==> config.mk <==
export PLATFORM = sky130hd
export DESIGN_NAME = div_array_share_ctrl
export DESIGN_NICKNAME = d
export VERILOG_FILES = /design/src/rtl/div_ctrl_pkg.sv /design/src/rtl/rr_arbiter.sv /design/src/rtl/div_array_share_ctrl.sv
export SDC_FILE = /design/constraint.sdc
export NUM_CORES = 1
export LEC_CHECK = 0
export ABC_CLOCK_PERIOD_IN_PS = 6100
export BUFFER_PORTS_ARGS = -buffer_cell sky130_fd_sc_hd__buf_2
export CORE_MARGIN = 2
export CORE_UTILIZATION = 49
export CTS_CLUSTER_SIZE = 10
export DETAILED_ROUTE_END_ITERATION = 6
export HOLD_SLACK_MARGIN = 0.1
export PLACE_DENSITY = 0.91
export SLEW_MARGIN = 0
export SYNTH_ARGS = -nofsm -noshare
export SYNTH_HDL_FRONTEND = slang
export SYNTH_SLANG_ARGS = --single-unit
export TNS_END_PERCENT = 20
==> constraint.sdc <==
create_clock -name clk -period 6.1 [get_ports clk]
set_input_delay 0.61 -clock clk [delete_from_list [all_inputs] [get_ports clk]]
set_output_delay 0.61 -clock clk [all_outputs]
set_load 0.01 [all_outputs]
==> src/rtl/div_ctrl_pkg.sv <==
// Shared types and constants for the divider-sharing controller.
package div_ctrl_pkg;

    localparam int NW = 16;
    localparam int DW = 8;

    // Quotient reported when the divisor is zero.
    localparam logic [DW-1:0] DZ_QUOT = 8'hFF;

    typedef enum logic [1:0] {
        ST_IDLE   = 2'd0,
        ST_SETTLE = 2'd1,
        ST_RESP   = 2'd2
    } state_t;

endpackage

==> src/rtl/rr_arbiter.sv <==
// Combinational round-robin arbiter: picks the first requester above
// last_grant, wrapping around to the lowest index when none is above it.
module rr_arbiter #(
    parameter int NREQ = 4,
    parameter int IDW  = $clog2(NREQ)
) (
    input  logic [NREQ-1:0] req,
    input  logic [IDW-1:0]  last_grant,
    output logic [NREQ-1:0] grant,
    output logic [IDW-1:0]  grant_idx,
    output logic            grant_any
);

    logic [NREQ-1:0] upper_mask;
    logic [NREQ-1:0] upper_req;
    logic [NREQ-1:0] pick_src;

    // Mask of requesters strictly above the previous winner.
    generate
        for (genvar gi = 0; gi < NREQ; gi++) begin : g_mask
            assign upper_mask[gi] = (IDW'(gi) > last_grant);
        end
    endgenerate

    // Lowest set bit of the upper half if any, otherwise of the full vector.
    always_comb begin
        upper_req = req & upper_mask;
        pick_src  = (|upper_req) ? upper_req : req;
        grant     = '0;
        grant_idx = '0;
        for (int i = NREQ - 1; i >= 0; i--) begin
            if (pick_src[i]) begin
                grant     = '0;
                grant[i]  = 1'b1;
                grant_idx = IDW'(i);
            end
        end
        grant_any = |req;
    end

endmodule

==> src/rtl/div_array_share_ctrl.sv <==
// Shares one combinational 16/8 divider array between NREQ requesters:
// round-robin grant, registered operands held for SETTLE cycles, then a
// tagged response held until the consumer accepts it.
module div_array_share_ctrl
    import div_ctrl_pkg::*;
#(
    parameter int NREQ   = 4,
    parameter int SETTLE = 2,
    parameter int IDW    = 2
) (
    input  logic                 clk,
    input  logic                 rst_n,
    input  logic [NREQ-1:0]      req_valid,
    output logic [NREQ-1:0]      req_ready,
    input  logic [NW*NREQ-1:0]   req_n,
    input  logic [DW*NREQ-1:0]   req_d,
    output logic [NW-1:0]        div_n,
    output logic [DW-1:0]        div_d,
    input  logic [DW-1:0]        div_q,
    input  logic [DW-1:0]        div_r,
    output logic                 rsp_valid,
    input  logic                 rsp_ready,
    output logic [IDW-1:0]       rsp_id,
    output logic [DW-1:0]        rsp_q,
    output logic [DW-1:0]        rsp_r,
    output logic                 rsp_dz,
    output logic                 rsp_ovf,
    output logic                 busy
);

    // The settle counter only ever holds SETTLE-1 down to 0.
    localparam int CW = (SETTLE > 1) ? $clog2(SETTLE) : 1;

    generate
        if (SETTLE < 1) begin : g_bad_settle
            $error("div_array_share_ctrl: SETTLE must be at least 1");
        end
        if (NREQ < 2 || NREQ > 8) begin : g_bad_nreq
            $error("div_array_share_ctrl: NREQ must be in 2..8");
        end
        if (IDW != $clog2(NREQ)) begin : g_bad_idw
            $error("div_array_share_ctrl: IDW must equal clog2(NREQ)");
        end
    endgenerate

    state_t          state_reg;
    logic [CW-1:0]   cnt_reg;
    logic [IDW-1:0]  last_grant_reg;

    logic [NW-1:0]   req_n_arr [NREQ];
    logic [DW-1:0]   req_d_arr [NREQ];
    logic [NREQ-1:0] grant;
    logic [IDW-1:0]  grant_idx;
    logic            grant_any;
    logic [NW-1:0]   sel_n;
    logic [DW-1:0]   sel_d;

    // Unpack the flat operand buses into per-requester lanes.
    generate
        for (genvar gi = 0; gi < NREQ; gi++) begin : g_lane
            assign req_n_arr[gi] = req_n[NW*gi +: NW];
            assign req_d_arr[gi] = req_d[DW*gi +: DW];
        end
    endgenerate

    rr_arbiter #(
        .NREQ (NREQ),
        .IDW  (IDW)
    ) u_arb (
        .req        (req_valid),
        .last_grant (last_grant_reg),
        .grant      (grant),
        .grant_idx  (grant_idx),
        .grant_any  (grant_any)
    );

    assign sel_n = req_n_arr[grant_idx];
    assign sel_d = req_d_arr[grant_idx];

    // Accept pulses exist only while idle; everything else ignores requesters.
    assign req_ready = (state_reg == ST_IDLE) ? grant : '0;
    assign rsp_valid = (state_reg == ST_RESP);
    assign busy      = (state_reg != ST_IDLE);

    // Sequencer: grant and latch operands, wait for the array, hold the response.
    always_ff @(posedge clk or negedge rst_n) begin
        if (!rst_n) begin
            state_reg      <= ST_IDLE;
            cnt_reg        <= '0;
            last_grant_reg <= IDW'(NREQ - 1);
            div_n          <= '0;
            div_d          <= '0;
            rsp_id         <= '0;
            rsp_q          <= '0;
            rsp_r          <= '0;
            rsp_dz         <= 1'b0;
            rsp_ovf        <= 1'b0;
        end else begin
            case (state_reg)
                ST_IDLE: begin
                    if (grant_any) begin
                        div_n          <= sel_n;
                        div_d          <= sel_d;
                        rsp_id         <= grant_idx;
                        last_grant_reg <= grant_idx;
                        if (sel_d == '0) begin
                            // Divider output is meaningless here; answer directly.
                            rsp_q     <= DZ_QUOT;
                            rsp_r     <= sel_n[DW-1:0];
                            rsp_dz    <= 1'b1;
                            rsp_ovf   <= 1'b0;
                            state_reg <= ST_RESP;
                        end else begin
                            rsp_dz    <= 1'b0;
                            rsp_ovf   <= (sel_n[NW-1:DW] >= sel_d);
                            cnt_reg   <= CW'(SETTLE - 1);
                            state_reg <= ST_SETTLE;
                        end
                    end
                end
                ST_SETTLE: begin
                    if (cnt_reg == '0) begin
                        rsp_q     <= div_q;
                        rsp_r     <= div_r;
                        state_reg <= ST_RESP;
                    end else begin
                        cnt_reg <= cnt_reg - 1'b1;
                    end
                end
                ST_RESP: begin
                    if (rsp_ready) begin
                        state_reg <= ST_IDLE;
                    end
                end
                default: begin
                    state_reg <= ST_IDLE;
                end
            endcase
        end
    end

endmodule

# Word-level counts from Yosys, hierarchy flattened
# Cells that the tools add are included.
# Widths: inputs -> output; s select.
[word_totals]
reg_bits = 49
latch_bits = 0
mem_bits_rw = 0
mem_bits_ro = 0
inputBits = 119
out_inout_bits = 50
wordCells = 71
n_memories = 0
[op_classes]
n_addsub = 1
mul = 0
div = 0
n_lt_le_gt_ge = 6
eq_ne = 7
shifts = 0
muxes = 35
bitwise_logic = 2
n_reduce_logical = 10
[op_table]
columns = ["cell", "count"]
rows = [
  ["$mux 8", 8],
  ["$bmux 16 s2", 1],
  ["$mux 16", 2],
  ["$pmux 8 s2", 2],
  ["$mux 4", 6],
  ["$bmux 8 s2", 1],
  ["$mux 2", 8],
  ["$ge 8x8->1", 1],
  ["$logic_not 8->1", 1],
  ["$reduce_or 4->1", 2],
  ["$ne 2x2->1 const B", 3],
  ["$pmux 2 s3", 1],
  ["$reduce_and 3->1", 2],
  ["$mux 1", 5],
  ["$and 4x4->4", 1],
  ["$gt 1x2->1 const A", 2],
  ["$gt 2x2->1 const A", 2],
  ["$ne 2x1->1 const B", 2],
  ["$reduce_and 4->1", 1],
  ["$reduce_bool 2->1", 2],
  ["$ge 3x3->1 const B", 1],
  ["$not 2->3", 1],
  ["$eq 2x1->1 const B", 1],
  ["$eq 2x2->1 const B", 1],
  ["4 further kinds", 4],
]

# Depth between registers and ports, before layout
[depth]
ltp_word = 16
mapped_depth = 18
ltp_nobuf = 15

# Cells and area by module
# A second synthesis with hierarchy kept.
[hier_totals]
hier_cells = 262
hier_area_um2 = 2971.6
[by_module_without_submodules]
columns = ["mod", "instances", "cells_per_inst", "area_each_um2", "seq_area_each_um2"]
rows = [
  ["div_array_share_ctrl", 1, 238, 2820.2, 1228.7],
  ["rr_arbiter", 1, 24, 151.4, 0.0],
]

# Least setup slack after synthesis
# No wires, ideal clock.
[synth_path]
kind = "in2reg"
from = "input port req_valid[3]"
to = "register rsp_ovf"
setup_ps = 130
arrival_ps = 3275
required_time_ps = 5970
setup_slack_ps = 2696
cell_stages = 16
path_buffers = 3
path_cell_list = "buf_4 nand2b_1 a21boi_0 o21ai_1 clkbuf_1 buf_1 o21ai_0 ha_1 nand2b_1 a21oi_1 nor2b_1 o21ai_0 a21oi_1 o211a_1 a211oi_1 o21ai_0"
[synth_via]
elab_chain_len = 13
elab_cells_between_ends = 19
cone_classes = "1 x order compare; 12 x mux; 2 x bitwise; 4 x reduce/logical"
[synth_rtl]
columns = ["element", "line", "source"]
rows = [
  ["from (decl)", "div_array_share_ctrl.sv:13", "input logic [NREQ-1:0] req_valid,"],
  ["$and 4x4->4", "rr_arbiter.sv:27", "upper_req = req & upper_mask;"],
  ["$reduce_or 4->1", "rr_arbiter.sv:28", "pick_src = (|upper_req) ? upper_req : req;"],
  ["$mux 4", "rr_arbiter.sv:28", ""],
  ["$mux 2 (4 in a row)", "rr_arbiter.sv:32", "if (pick_src[i]) begin"],
  ["$not 2->3 (not written as such)", "div_array_share_ctrl.sv:77, div_array_share_ctrl.sv:78", ""],
  ["$bmux 16 s2 / $bmux 8 s2 (equally long branches)", "div_array_share_ctrl.sv:77, div_array_share_ctrl.sv:78", ""],
  ["$mux 16 (not written as such) / $mux 8 (equally long branches) (2 in a row)", "div_array_share_ctrl.sv:77, div_array_share_ctrl.sv:78", ""],
  ["$ge 8x8->1 / $logic_not 8->1 (equally long branches)", "div_array_share_ctrl.sv:115, div_array_share_ctrl.sv:106", ""],
  ["$mux 1", "div_array_share_ctrl.sv:106", "if (sel_d == '0) begin"],
  ["to (signal assigned)", "div_array_share_ctrl.sv:115", "rsp_ovf <= (sel_n[NW-1:DW] >= sel_d);"],
  ["to (decl)", "div_array_share_ctrl.sv:27", "output logic rsp_ovf,"],
]
# Parallel ways exist; a longest one is shown, timed or not. The select of a mux whose other input is x is not followed.
# A chain may end at the register's enable or synchronous reset.

# Final worst setup path
[layout_path]
from = "register last_grant_reg[1]"
to = "register rsp_ovf"
[layout_via]
elab_chain_len = 14
elab_cells_between_ends = 21
cone_classes = "5 x order compare; 12 x mux; 2 x bitwise; 2 x reduce/logical"
[layout_rtl]
columns = ["element", "line", "source"]
rows = [
  ["from (decl)", "div_array_share_ctrl.sv:48", "logic [IDW-1:0] last_grant_reg;"],
  ["from (signal assigned)", "div_array_share_ctrl.sv:90", "last_grant_reg <= IDW'(NREQ - 1);"],
  ["from (signal assigned)", "div_array_share_ctrl.sv:105", "last_grant_reg <= grant_idx;"],
  ["$gt 1x2->1 / $gt 2x2->1 (equally long branches)", "rr_arbiter.sv:21", "assign upper_mask[gi] = (IDW'(gi) > last_grant);"],
  ["$and 4x4->4 (*)", "rr_arbiter.sv:27", ""],
  ["$reduce_or 4->1", "rr_arbiter.sv:28", ""],
  ["$mux 4 (*)", "rr_arbiter.sv:28", ""],
  ["$mux 2 (3 in a row)", "rr_arbiter.sv:32", ""],
  ["$mux 2 (*)", "rr_arbiter.sv:32", ""],
  ["$not 2->3 (not written as such) (*)", "div_array_share_ctrl.sv:77, div_array_share_ctrl.sv:78", ""],
  ["$bmux 16 s2 / $bmux 8 s2 (equally long branches)", "div_array_share_ctrl.sv:77, div_array_share_ctrl.sv:78", ""],
  ["$mux 16 (not written as such) / $mux 8 (equally long branches) (2 in a row)", "div_array_share_ctrl.sv:77, div_array_share_ctrl.sv:78", ""],
  ["$ge 8x8->1 / $logic_not 8->1 (equally long branches)", "div_array_share_ctrl.sv:115, div_array_share_ctrl.sv:106", ""],
  ["$mux 1 (*)", "div_array_share_ctrl.sv:106", ""],
]
# Mark *: on every way between the ends. The rest lies on a longest branch, timed or not. The select of a mux whose other input is x is not followed.

==> run_results.csv <==
group,metric,value,unit
routing,num_vias,3321,
logic_synthesis,synth_fp_nets,522,
die,start_util,50.0,%
power_and_ir_drop,p_comb_share,59.6,%
power_and_ir_drop,power.share.clock,10.3,%
timing,fin_skew,9.04,ps
timing,max_freq,0.241,GHz
global_route,grt_pass1_vias,3206,
power_and_ir_drop,peakVddDrop,0.000267,V
timing,tightestPinTransition,1140,ps
timing,setup_viol,0,
setup_path,path_buf_inv,0,
placement,gp_congestion,0.892,
routing,drt_wl_total,8750,um
logic_synthesis,syn_area_per_cell,7.94,um^2
routing,drtAntennaViolNets,0,
setup_path,criticalPathCategory,"flop to flop",
setup_path,crit_family,"compound AO/OA/AOI/OAI gates",
die,die_h,84.0,um
final_layout,final_cells,621,
clock_tree,cts_buffers,5,
timing,maxSlewViolCount,0,
setup_path,r2r_slack,1950,ps
setup_path,critPathMaxStageDelay,760,ps
final_layout,syn_to_final_growth,29.3,%
logic_synthesis,ys_types,45,
logic_synthesis,synth-main-ff-cell,"dfrtp_1",
power_and_ir_drop,p_int,1060,uW
min_path,min_path_type,"flop to flop",
clock_tree,cts_setup_buffers,0,
logic_synthesis,syn_inst,395,
logic_synthesis,async_flop_share,100,%
flow_run,maxCapViolCount,0,
timing,max-slew-margin-rel,23.6,%
power_and_ir_drop,swShare,46.4,%
die,die_area,7060,um^2
outcome,status,"completed",
final_layout,largest_register_ffs,16,
logic_synthesis,yosysWarnings,0,
final_layout,fill_cells,542,
clock_tree,clk_pin_slew,100,ps
final_layout,mostFrequentLayoutCells,"buf_2, nand2_1, dfrtp_1, o21ai_0, nor2_1",
clock_tree,cts_tree,"built",
final_layout,final_nets,670,
routing,route.detailed.drc,0,
global_route,grt_pass1_wl,14800,um
clock_tree,htree_levels,2,
logic_synthesis,synth-seq-area-share,39.2,%
timing,rsz0062_at_grt,"false",
timing,finalHoldViolations,0,
die,pin_count,169,
logic_synthesis,synth_top_area_share,37.5,%
routing,routedWlPerCell,14.1,um
setup_path,arrival,4340,ps
logic_synthesis,yosysTopAreaCell,"dfrtp_1",
die,die-width,84.0,um
timing,fin_crit,4150,ps
logic_synthesis,synthTopCellsByArea,"dfrtp_1, nand2_1, o21ai_0, mux2_2, a21boi_0",
final_layout,drive_above_1_share,38.2,%
clock_tree,cts_resized,0,
logic_synthesis,netlist_area,3140,um^2
power_and_ir_drop,powerDensity,486,nW/um^2
die,num_rows,29,
clock_tree,cts_buffer_depth,2,
final_layout,post-route-cell-area,4060,um^2
placement,dp_hpwl,6940,um
setup_path,crit_chain,"nand2_1 -> a31oi_2 -> nand2_1 -> nand2_1 -> nand2_1 -> o21ai_0 -> ha_1 -> nand2b_1 -> a21oi_1 -> nor2b_1 -> o21ai_0 -> a21oi_1 -> o211a_1 -> a211oi_1 -> o21ai_0",
clock_tree,worstSkewPairLatency,300,ps
die,core,6280,um^2
timing,finalCritPeriodShare,68.1,%
power_and_ir_drop,seq_power_share,30.1,%
power_and_ir_drop,p_sw,914,uW
placement,dp.cells,613,
placement,postPlaceCellArea,3960,um^2
routing,vias_per_cell,5.35,
setup_path,cp-end-kind,"flop",
final_layout,final_common_cell,"buf_2",
global_route,antenna_found_initial,0,
global_route,track_usage,25.5,%
final_layout,num_antenna_cells,0,
clock_tree,root_buffer,"clkbuf_8",
final_layout,largest-register,"div_n",
clock_tree,ctsHoldBuffers,0,
routing,drtIter0Drc,171,
routing,dr.pass1.iters,4,
setup_path,cp-start-kind,"flop",
timing,fin_setup_tns,0,ps
setup_path,crit_fanout,34,
setup_path,cp_common_cell,"nand2_1",
logic_synthesis,synth_edf_count,0,
logic_synthesis,ys_ff_latch,49,
setup_path,cpMaxStageDelayCell,"nand2_1",
placement,port_buffers,168,
clock_tree,cts_sinks,49,
power_and_ir_drop,p_leak,0.00207,uW
global_route,grt_max_degree,54,
global_route,overflow,0,
setup_path,crit_required,6290,ps
[power groups by stage]
stage | clock network, uW | logic, uW | registers, uW
6_report | 202 | 1180 | 593
5_1_grt | 220 | 1330 | 615
4_1_cts | 206 | 1180 | 594
3_5_place_dp | 0 | 1180 | 599
3_3_place_gp | 0 | 1130 | 590
2_1_floorplan | 0 | 755 | 646
[per-layer routing]
layer	track usage (%)	vias to the layer above	wire length (um)	share of wire, %
li1	-	1664	-	-
met1	33.9	1485	3740	43
met2	42.8	149	4230	48
met3	4.25	23	532	6.1
met4	7.92	0	243	2.8
met5	0	-	0	0
[tightest hold or removal path, stage by stage, from the launching register on]
cell     delay, ps
dfrtp_1        340
nand2_1         50
o21ai_0         60
[per-stage QoR]
| step | total power (uW) | setup slack [ps] | hold WS [ps] | utilization [%] |
|---|---|---|---|---|
| 2_1_floorplan | 1400 | 2700 | 314 | - |
| 3_3_place_gp | 1720 | 2110 | 459 | 63.1 |
| 3_5_place_dp | 1780 | 1880 | 465 | 63.1 |
| 4_1_cts | 1980 | 2030 | 487 | 64.6 |
| 5_1_grt | 2170 | 1420 | 500 | 64.6 |
| 6_report | 1970 | 1950 | 480 | 64.6 |
[cell families after synthesis]
family          synth area share [%]
simple gates                    23.9
compound gates                  23.0
flops                           39.2
buf+inv                         4.75
mux                             6.06
fa+ha+maj                       3.19
[synthesized netlist by cell type, types with 2 or more instances]
cell,count
a211oi_1,16
a21boi_0,17
a21oi_1,14
a31oi_1,7
and3_1,7
buf_1,5
buf_2,5
buf_4,2
clkbuf_1,15
dfrtp_1,47
dfstp_2,2
ha_1,8
inv_1,5
mux2_1,2
mux2_2,14
nand2_1,109
nand2b_1,5
nand3_1,9
nor2_1,26
nor2b_1,4
o21ai_0,41
o22ai_1,5
o31a_1,2
or2_2,7
[layout make-up]
cell class	count	area [um^2]	area share, %
flip-flops and latches	49	1230	30.3
repair buffers	169	848	20.9
multi-input cells	312	1770	43.5
inverters	6	22.5	0.555
well taps	77	96.3	2.38
clock inverters	3	26.3	0.648
clock buffers	5	68.8	1.70
[final timing paths]
| check | start | end | cells after the start |
|---|---|---|---|
| worst max-delay path | last_grant_reg[1] | rsp_ovf | 15 |
| worst min-delay path | div_d[7] | div_d[7] | 2 |
| worst max register to register | last_grant_reg[1] | rsp_ovf | 15 |
| worst min register to register | div_d[7] | div_d[7] | 2 |
| max in group asynchronous | rst_n | div_d[3] | 1 |
| min in group asynchronous | rst_n | rsp_r[5] | 1 |
(Power assumes the default switching activity.)
